`src/rtl/as_mul_c_if.sv`:
```
// as_mul_c_if: request/result bundle for the as_mul_c fixed-point add/sub/multiply unit.
//   start        request pulse, accepted only while busy is low
//   control_sig  [1] 1 = add/sub, 0 = multiply; [0] 1 = subtract (add/sub only)
//   a, b         signed Q(PART_LEN).(PART_LEN) operands
//   res, ovf     registered result and overflow flag of the last completed operation
//   busy         high while a multiply is iterating
//   done         one-cycle pulse marking res/ovf as freshly updated
// Modports: master drives the request side, slave is the arithmetic unit.
interface as_mul_c_if #(
    parameter int unsigned PART_LEN = 8
);
    logic                    start;
    logic [1:0]              control_sig;
    logic [2*PART_LEN-1:0]   a;
    logic [2*PART_LEN-1:0]   b;
    logic [2*PART_LEN-1:0]   res;
    logic                    busy;
    logic                    done;
    logic                    ovf;

    modport master (
        output start, control_sig, a, b,
        input  res, busy, done, ovf
    );

    modport slave (
        input  start, control_sig, a, b,
        output res, busy, done, ovf
    );
endinterface

```
`src/rtl/as_mul_c.sv`:
```
// as_mul_c: signed fixed-point adder/subtractor and sequential shift-add multiplier.
// Operands and result are two's-complement Q(PART_LEN).(PART_LEN), 2*PART_LEN bits wide.
// Add/sub completes in one cycle; multiply iterates one multiplier bit per cycle on
// operand magnitudes (2*PART_LEN cycles busy) and then applies the sign.
// Ports:
//   clk  rising-edge clock
//   rst  synchronous active-high reset; aborts any multiply in flight
//   bus  as_mul_c_if.slave: start, control_sig, a, b in; res, busy, done, ovf out
// Build option: define AS_MUL_SATURATE_EN to clamp overflowed results to the signed
// extremes instead of wrapping to the low 2*PART_LEN bits (ovf asserts either way).
module as_mul_c #(
    parameter int unsigned PART_LEN = 8
) (
    input  logic       clk,
    input  logic       rst,
    as_mul_c_if.slave  bus
);
    localparam int unsigned W    = 2 * PART_LEN;
    localparam int unsigned PW   = 4 * PART_LEN;
    localparam int unsigned CntW = $clog2(W);

    localparam logic [W-1:0] MaxPos = {1'b0, {(W-1){1'b1}}};
    localparam logic [W-1:0] MinNeg = {1'b1, {(W-1){1'b0}}};
    localparam logic [W-1:0] One    = {{(W-1){1'b0}}, 1'b1};

    typedef enum logic [0:0] {StIdle, StMul} state_e;

    state_e          r_state, w_state_d;
    logic [CntW-1:0] r_cnt, w_cnt_d;
    logic [PW-1:0]   r_acc, w_acc_d;
    logic [PW-1:0]   r_mcand, w_mcand_d;
    logic [W-1:0]    r_mplier, w_mplier_d;
    logic            r_neg, w_neg_d;
    logic [W-1:0]    r_res, w_res_d;
    logic            r_ovf, w_ovf_d;
    logic            r_done, w_done_d;

    // Add/sub path: subtraction is a + ~b + 1.
    logic [W-1:0] w_b_eff;
    logic [W-1:0] w_sum;
    logic         w_as_ovf;
    logic [W-1:0] w_as_res;

    assign w_b_eff  = bus.control_sig[0] ? ~bus.b : bus.b;
    assign w_sum    = bus.a + w_b_eff + (bus.control_sig[0] ? One : '0);
    assign w_as_ovf = (bus.a[W-1] == w_b_eff[W-1]) && (w_sum[W-1] != bus.a[W-1]);

    // An overflowed sum always has the true sign of a.
`ifdef AS_MUL_SATURATE_EN
    assign w_as_res = w_as_ovf ? (bus.a[W-1] ? MinNeg : MaxPos) : w_sum;
`else
    assign w_as_res = w_sum;
`endif

    // Operand magnitudes; the most-negative value maps to the unsigned MinNeg pattern.
    logic [W-1:0] w_mag_a;
    logic [W-1:0] w_mag_b;

    assign w_mag_a = bus.a[W-1] ? (~bus.a + One) : bus.a;
    assign w_mag_b = bus.b[W-1] ? (~bus.b + One) : bus.b;

    // Multiply path: w_prod is the accumulator after the current iteration, so on the
    // final iteration it is the full magnitude product.
    logic [PW-1:0]             w_prod;
    logic [W-1:0]              w_kept;
    logic [PW-3*PART_LEN-1:0]  w_high;
    logic                      w_mul_ovf;
    logic [W-1:0]              w_mul_res;

    assign w_prod = r_acc + (r_mplier[0] ? r_mcand : '0);
    assign w_kept = W'(w_prod >> PART_LEN);
    assign w_high = w_prod[PW-1:3*PART_LEN];

    // Negative results may reach magnitude MinNeg; positive ones must stay below it.
    assign w_mul_ovf = (|w_high) || (r_neg ? (w_kept > MinNeg) : w_kept[W-1]);

`ifdef AS_MUL_SATURATE_EN
    assign w_mul_res = w_mul_ovf ? (r_neg ? MinNeg : MaxPos)
                                 : (r_neg ? (~w_kept + One) : w_kept);
`else
    assign w_mul_res = r_neg ? (~w_kept + One) : w_kept;
`endif

    always_comb begin
        w_state_d  = r_state;
        w_cnt_d    = r_cnt;
        w_acc_d    = r_acc;
        w_mcand_d  = r_mcand;
        w_mplier_d = r_mplier;
        w_neg_d    = r_neg;
        w_res_d    = r_res;
        w_ovf_d    = r_ovf;
        w_done_d   = 1'b0;

        case (r_state)
            StIdle: begin
                if (bus.start) begin
                    if (bus.control_sig[1]) begin
                        w_res_d  = w_as_res;
                        w_ovf_d  = w_as_ovf;
                        w_done_d = 1'b1;
                    end else begin
                        w_state_d  = StMul;
                        w_cnt_d    = '0;
                        w_acc_d    = '0;
                        w_mcand_d  = {{(PW-W){1'b0}}, w_mag_a};
                        w_mplier_d = w_mag_b;
                        w_neg_d    = bus.a[W-1] ^ bus.b[W-1];
                    end
                end
            end
            StMul: begin
                w_acc_d    = w_prod;
                w_mcand_d  = r_mcand << 1;
                w_mplier_d = r_mplier >> 1;
                w_cnt_d    = r_cnt + CntW'(1);
                if (r_cnt == CntW'(W - 1)) begin
                    w_state_d = StIdle;
                    w_res_d   = w_mul_res;
                    w_ovf_d   = w_mul_ovf;
                    w_done_d  = 1'b1;
                end
            end
            default: w_state_d = StIdle;
        endcase
    end

    always_ff @(posedge clk) begin
        if (rst) begin
            r_state  <= StIdle;
            r_cnt    <= '0;
            r_acc    <= '0;
            r_mcand  <= '0;
            r_mplier <= '0;
            r_neg    <= 1'b0;
            r_res    <= '0;
            r_ovf    <= 1'b0;
            r_done   <= 1'b0;
        end else begin
            r_state  <= w_state_d;
            r_cnt    <= w_cnt_d;
            r_acc    <= w_acc_d;
            r_mcand  <= w_mcand_d;
            r_mplier <= w_mplier_d;
            r_neg    <= w_neg_d;
            r_res    <= w_res_d;
            r_ovf    <= w_ovf_d;
            r_done   <= w_done_d;
        end
    end

    assign bus.res  = r_res;
    assign bus.ovf  = r_ovf;
    assign bus.done = r_done;
    assign bus.busy = (r_state == StMul);
endmodule

```
`src/flat_wrapper.sv`:
```
// flat-port wrapper written by rule: the top's interface ports become plain ports
module as_mul_c_flat 
#(
    parameter int unsigned PART_LEN = 8
)
  (clk, rst, bus_start, bus_control_sig, bus_a, bus_b, bus_res, bus_busy, bus_done, bus_ovf);
  as_mul_c_if #(.PART_LEN(PART_LEN)) bus_i ();
  input  logic clk;
  input  logic rst;
  input wire logic [$bits(bus_i.start)-1:0] bus_start;
  input wire logic [$bits(bus_i.control_sig)-1:0] bus_control_sig;
  input wire logic [$bits(bus_i.a)-1:0] bus_a;
  input wire logic [$bits(bus_i.b)-1:0] bus_b;
  output wire logic [$bits(bus_i.res)-1:0] bus_res;
  output wire logic [$bits(bus_i.busy)-1:0] bus_busy;
  output wire logic [$bits(bus_i.done)-1:0] bus_done;
  output wire logic [$bits(bus_i.ovf)-1:0] bus_ovf;
  assign bus_i.start = bus_start;
  assign bus_i.control_sig = bus_control_sig;
  assign bus_i.a = bus_a;
  assign bus_i.b = bus_b;
  assign bus_res = bus_i.res;
  assign bus_busy = bus_i.busy;
  assign bus_done = bus_i.done;
  assign bus_ovf = bus_i.ovf;
  as_mul_c #(.PART_LEN(PART_LEN)) u_core (.clk(clk), .rst(rst), .bus(bus_i));
endmodule
```
`config.mk`:
```
export PLATFORM = sky130hd
export DESIGN_NAME = as_mul_c_flat
export DESIGN_NICKNAME = d
export VERILOG_FILES = /design/src/rtl/as_mul_c_if.sv /design/src/rtl/as_mul_c.sv /design/src/flat_wrapper.sv
export SDC_FILE = /design/constraint.sdc
export NUM_CORES = 1
export LEC_CHECK = 0
export CORE_MARGIN = 5
export CORE_UTILIZATION = 55
export DETAILED_ROUTE_END_ITERATION = 10
export PLACE_DENSITY = 0.81
export SETUP_SLACK_MARGIN = 0.5
export SLEW_MARGIN = 10
export SYNTH_ARGS = -nofsm -noshare
export SYNTH_HDL_FRONTEND = slang
export SYNTH_SLANG_ARGS = --single-unit
```
`constraint.sdc`:
```
create_clock -name clk -period 3.8 [get_ports clk]
set_input_delay 0.76 -clock clk [delete_from_list [all_inputs] [get_ports clk]]
set_output_delay 0.76 -clock clk [all_outputs]
set_load 0.02 [all_outputs]
```
==> run metrics, run 1 <==
placed insts=1262; sequential share of the synthesized area=25.7%; core area=14500 µm²; EDFF count, synth=0; VDD IR max=0.277 mV; Pleak=3.83 nW; pre-CTS setup slack=0.0201 ns; Final GP Congestion=0.980; Yosys warning total=0; vias in the first global route=7624; Final min period=3.41 ns; port bufs=55; largest fanout on the critical path=19; synth unique cells=77; final slew viol count=0; CTS buffer count=9; CTS max path bufs=2; H-tree Lvls=3; ANT cells=0; synthesized area=8090 µm²; Pwr per Cell Area=284 nW/µm²; status=finished clean; CTS root buffer=clkbuf_16; Post-Synthesis Cells=1061; Skew-Pair Late Insertion Delay=0.37 ns; kind of end point of the critical path=register; initial drt markers=751; GRT Util Overall=24.9%; post-DP HPWL=15.8 mm; Die Wd=131 µm; Rows=44; wire length per cell=17.3 µm; antenna-violating nets left=0; Final Cycle Share=89.8%; global-route wire length before repair=36.7 mm; pin count of the biggest net entering global routing=69; Starting Density=55.9%; Post-route DRC=0; final clock skew=0.00823 ns; final setup violation count=0; Worst Path Arrival=3.70 ns; RSZ-0062 raised after global routing=yes; CP startpoint kind=register; Die Ht=131 µm; Synth Area per Inst=7.63 µm²; Worst Hold Class=register to register; Fill cells=1188; WS Path Type=register to register; Reg clk slew, reported paths=0.08 ns; top-area cell type share of the netlist area=25.7%; layout cell share with drive strength beyond 1=12.1%; FFs w/ async S/R, synth=0%; synth top area cells=dfxtp_1 26%, ha_1 7.6%, nor2_1 7.6%; Area Growth Syn to Fin=18.4%; Synth Net Count=1149; slew at the pin closest to its max-slew limit=0.868 ns; nets@finish=1189; Max Cap Viol=0; Setup WS post-layout=0.387 ns; routed wire length=22.3 mm; routed via count=8037; CTS tree=yes; full die area=17200 µm²; worst endpoint required time=4.08 ns; # clock sinks=104; initial antenna violation count=0; total negative slack=0 ns; GR Overflow Total=0; Vias/cell=6.23; top_reg_cell synth=dfxtp_1; max frequency=293 MHz; Relative slew margins=41.7%; fin cells=1290; largest area contributor in the netlist=dfxtp_1; first-pass detailed-route iteration total=5; synthesized flop and latch total=104; final hold violation count=0; # IOs=56
-- per-stage QoR --
step                      area, µm²  util [%]  power (mW)  hold WS, ns
after global placement         8870      61.3        1.78        0.439
final                          9580      66.1        2.72        0.456
after CTS                      9440      65.2        2.72        0.457
after global routing           9580      66.1        2.84        0.477
after floorplan                8130         -        1.59        0.441
after detailed placement       8870      61.3        1.79        0.447
-- report_power, final --
group / total (mW) / internal [mW] / switching (mW)
registers: 1.17 / 1.13 / 0.0363
logic: 0.619 / 0.262 / 0.357
clock network: 0.931 / 0.459 / 0.472
total: 2.72 / 1.85 / 0.865
-- layout make-up --
type | count | area (µm²) | area share [%]
clock buffers | 9 | 225 | 2.35
clock inverters | 7 | 65.1 | 0.679
inverters | 22 | 82.6 | 0.862
multi-input cells | 866 | 5990 | 62.5
flip-flops and latches | 104 | 2090 | 21.8
well taps | 184 | 230 | 2.40
repair buffers | 98 | 896 | 9.35
-- flip-flops by register name, summed over array words and instances, names as in the netlist --
| signal | flops |
|---|---|
| u_core.r_mplier | 16 |
| u_core.r_acc | 32 |
| u_core.r_cnt | 4 |
| u_core.bus.busy | 1 |
| u_core.bus.done | 1 |
| u_core.r_mcand | 32 |
| u_core.bus.ovf | 1 |
| u_core.r_neg | 1 |
| u_core.bus.res | 16 |
-- synth_stat cells (3+ instances only) --
| cell | count |
|---|---|
| buf_1 | 7 |
| or2_2 | 4 |
| o21a_1 | 6 |
| ha_1 | 49 |
| nor2b_1 | 6 |
| or3_1 | 9 |
| nand2_1 | 57 |
| nor4_1 | 3 |
| xnor2_1 | 25 |
| o41ai_1 | 4 |
| a31oi_1 | 17 |
| inv_1 | 22 |
| a21o_1 | 16 |
| xor2_1 | 58 |
| clkbuf_1 | 55 |
| nand4b_1 | 3 |
| o21ai_1 | 5 |
| and2_1 | 37 |
| a211oi_1 | 45 |
| nand2b_1 | 8 |
| or4_1 | 5 |
| mux2_2 | 4 |
| nor3_1 | 24 |
| mux2i_1 | 11 |
| a21oi_1 | 113 |
| o21bai_1 | 3 |
| nand3b_1 | 6 |
| nor2_1 | 163 |
| buf_2 | 5 |
| a211o_1 | 6 |
| o31ai_1 | 13 |
| nand4_1 | 6 |
| nand3_1 | 13 |
| dfxtp_1 | 104 |
| and3_1 | 33 |
| o211ai_1 | 11 |
| a221oi_1 | 4 |
| o21ai_0 | 37 |
| a22oi_1 | 10 |
-- worst paths after layout --
check                      from                  to  slack (ns)  cells after the start
max          u_core.r_mplier[0]  u_core.bus.res[13]        0.39                     13
min           u_core.bus.res[1]   u_core.bus.res[1]        0.46                      2
max reg2reg  u_core.r_mplier[0]  u_core.bus.res[13]        0.39                     13
min reg2reg   u_core.bus.res[1]   u_core.bus.res[1]        0.46                      2
-- what timing repair did --
| action | 4_1_cts | 5_1_grt |
|---|---|---|
| resized for setup | 43 | 23 |
| pin swaps | 22 | 9 |
| setup endpoints to repair | 13 | 15 |
| hold buffers | 0 | 0 |
| buffers inserted | 9 | 3 |
-- worst max-delay path, stage by stage, from the launching register on --
cell	delay (ns)
dfxtp_4	0.40
and2_4	0.16
ha_4	0.17
fa_2	0.37
a211oi_4	0.33
o21ai_4	0.16
a22oi_2	0.23
buf_6	0.16
mux2i_4	0.23
nor2_2	0.10
nor4_4	0.32
nand3b_1	0.13
mux2_4	0.31
a311oi_2	0.25
-- per-layer routing --
layer	vias up	share of wire, %	track usage [%]	routed length, µm
li1	3923	-	-	-
met1	3742	44	33.0	9930
met2	316	46	40.5	10200
met3	56	7.0	4.40	1570
met4	0	3.0	9.54	666
met5	-	0	0	0
-- kinds of logic (layout without fill, tap and decap cells) --
logic type      after synthesis  in the layout  share of synthesized area, %
fa+ha+maj                    51             51                          8.07
buf+inv                      91            136                          4.44
flops                       104            104                          25.7
simple gates                385            385                          23.1
xor+xnor                     83             83                          8.98
compound gates              331            331                          27.6
mux                          16             16                          2.10
-- cells in the final DEF, fill, tap and decap left out, drive strengths merged, types with 5 or more instances in the layout --
cell type,netlist,final
or3,9,9
and3,33,33
nor3,24,24
nand3,13,13
nor2b,6,6
ha,49,49
xnor2,25,25
or4,5,5
a21o,16,16
a31oi,17,17
xor2,58,58
nand2b,8,8
nand2,57,57
nand3b,6,6
dfxtp,104,104
o21ai,44,44
inv,22,25
nor2,163,163
nand4,7,7
a21oi,114,114
o31ai,13,13
a211o,6,6
buf,14,44
a211oi,47,47
o211ai,12,12
o41ai,5,5
a22oi,12,12
o21a,6,6
clkbuf,55,9
mux2,5,5
and2,37,37
mux2i,11,11
clkdlybuf4s50,0,52
(Power assumes the default switching activity.)
==> run 2, diff against run 1 <==
--- a/config.mk
+++ b/config.mk
@@ -10,7 +10,6 @@
 export DETAILED_ROUTE_END_ITERATION = 10
 export PLACE_DENSITY = 0.81
 export SETUP_SLACK_MARGIN = 0.5
-export SLEW_MARGIN = 10
 export SYNTH_ARGS = -nofsm -noshare
 export SYNTH_HDL_FRONTEND = slang
 export SYNTH_SLANG_ARGS = --single-unit
==> results of run 2 <==
The final DEF is identical to that of run 1; final timing and power are the same.
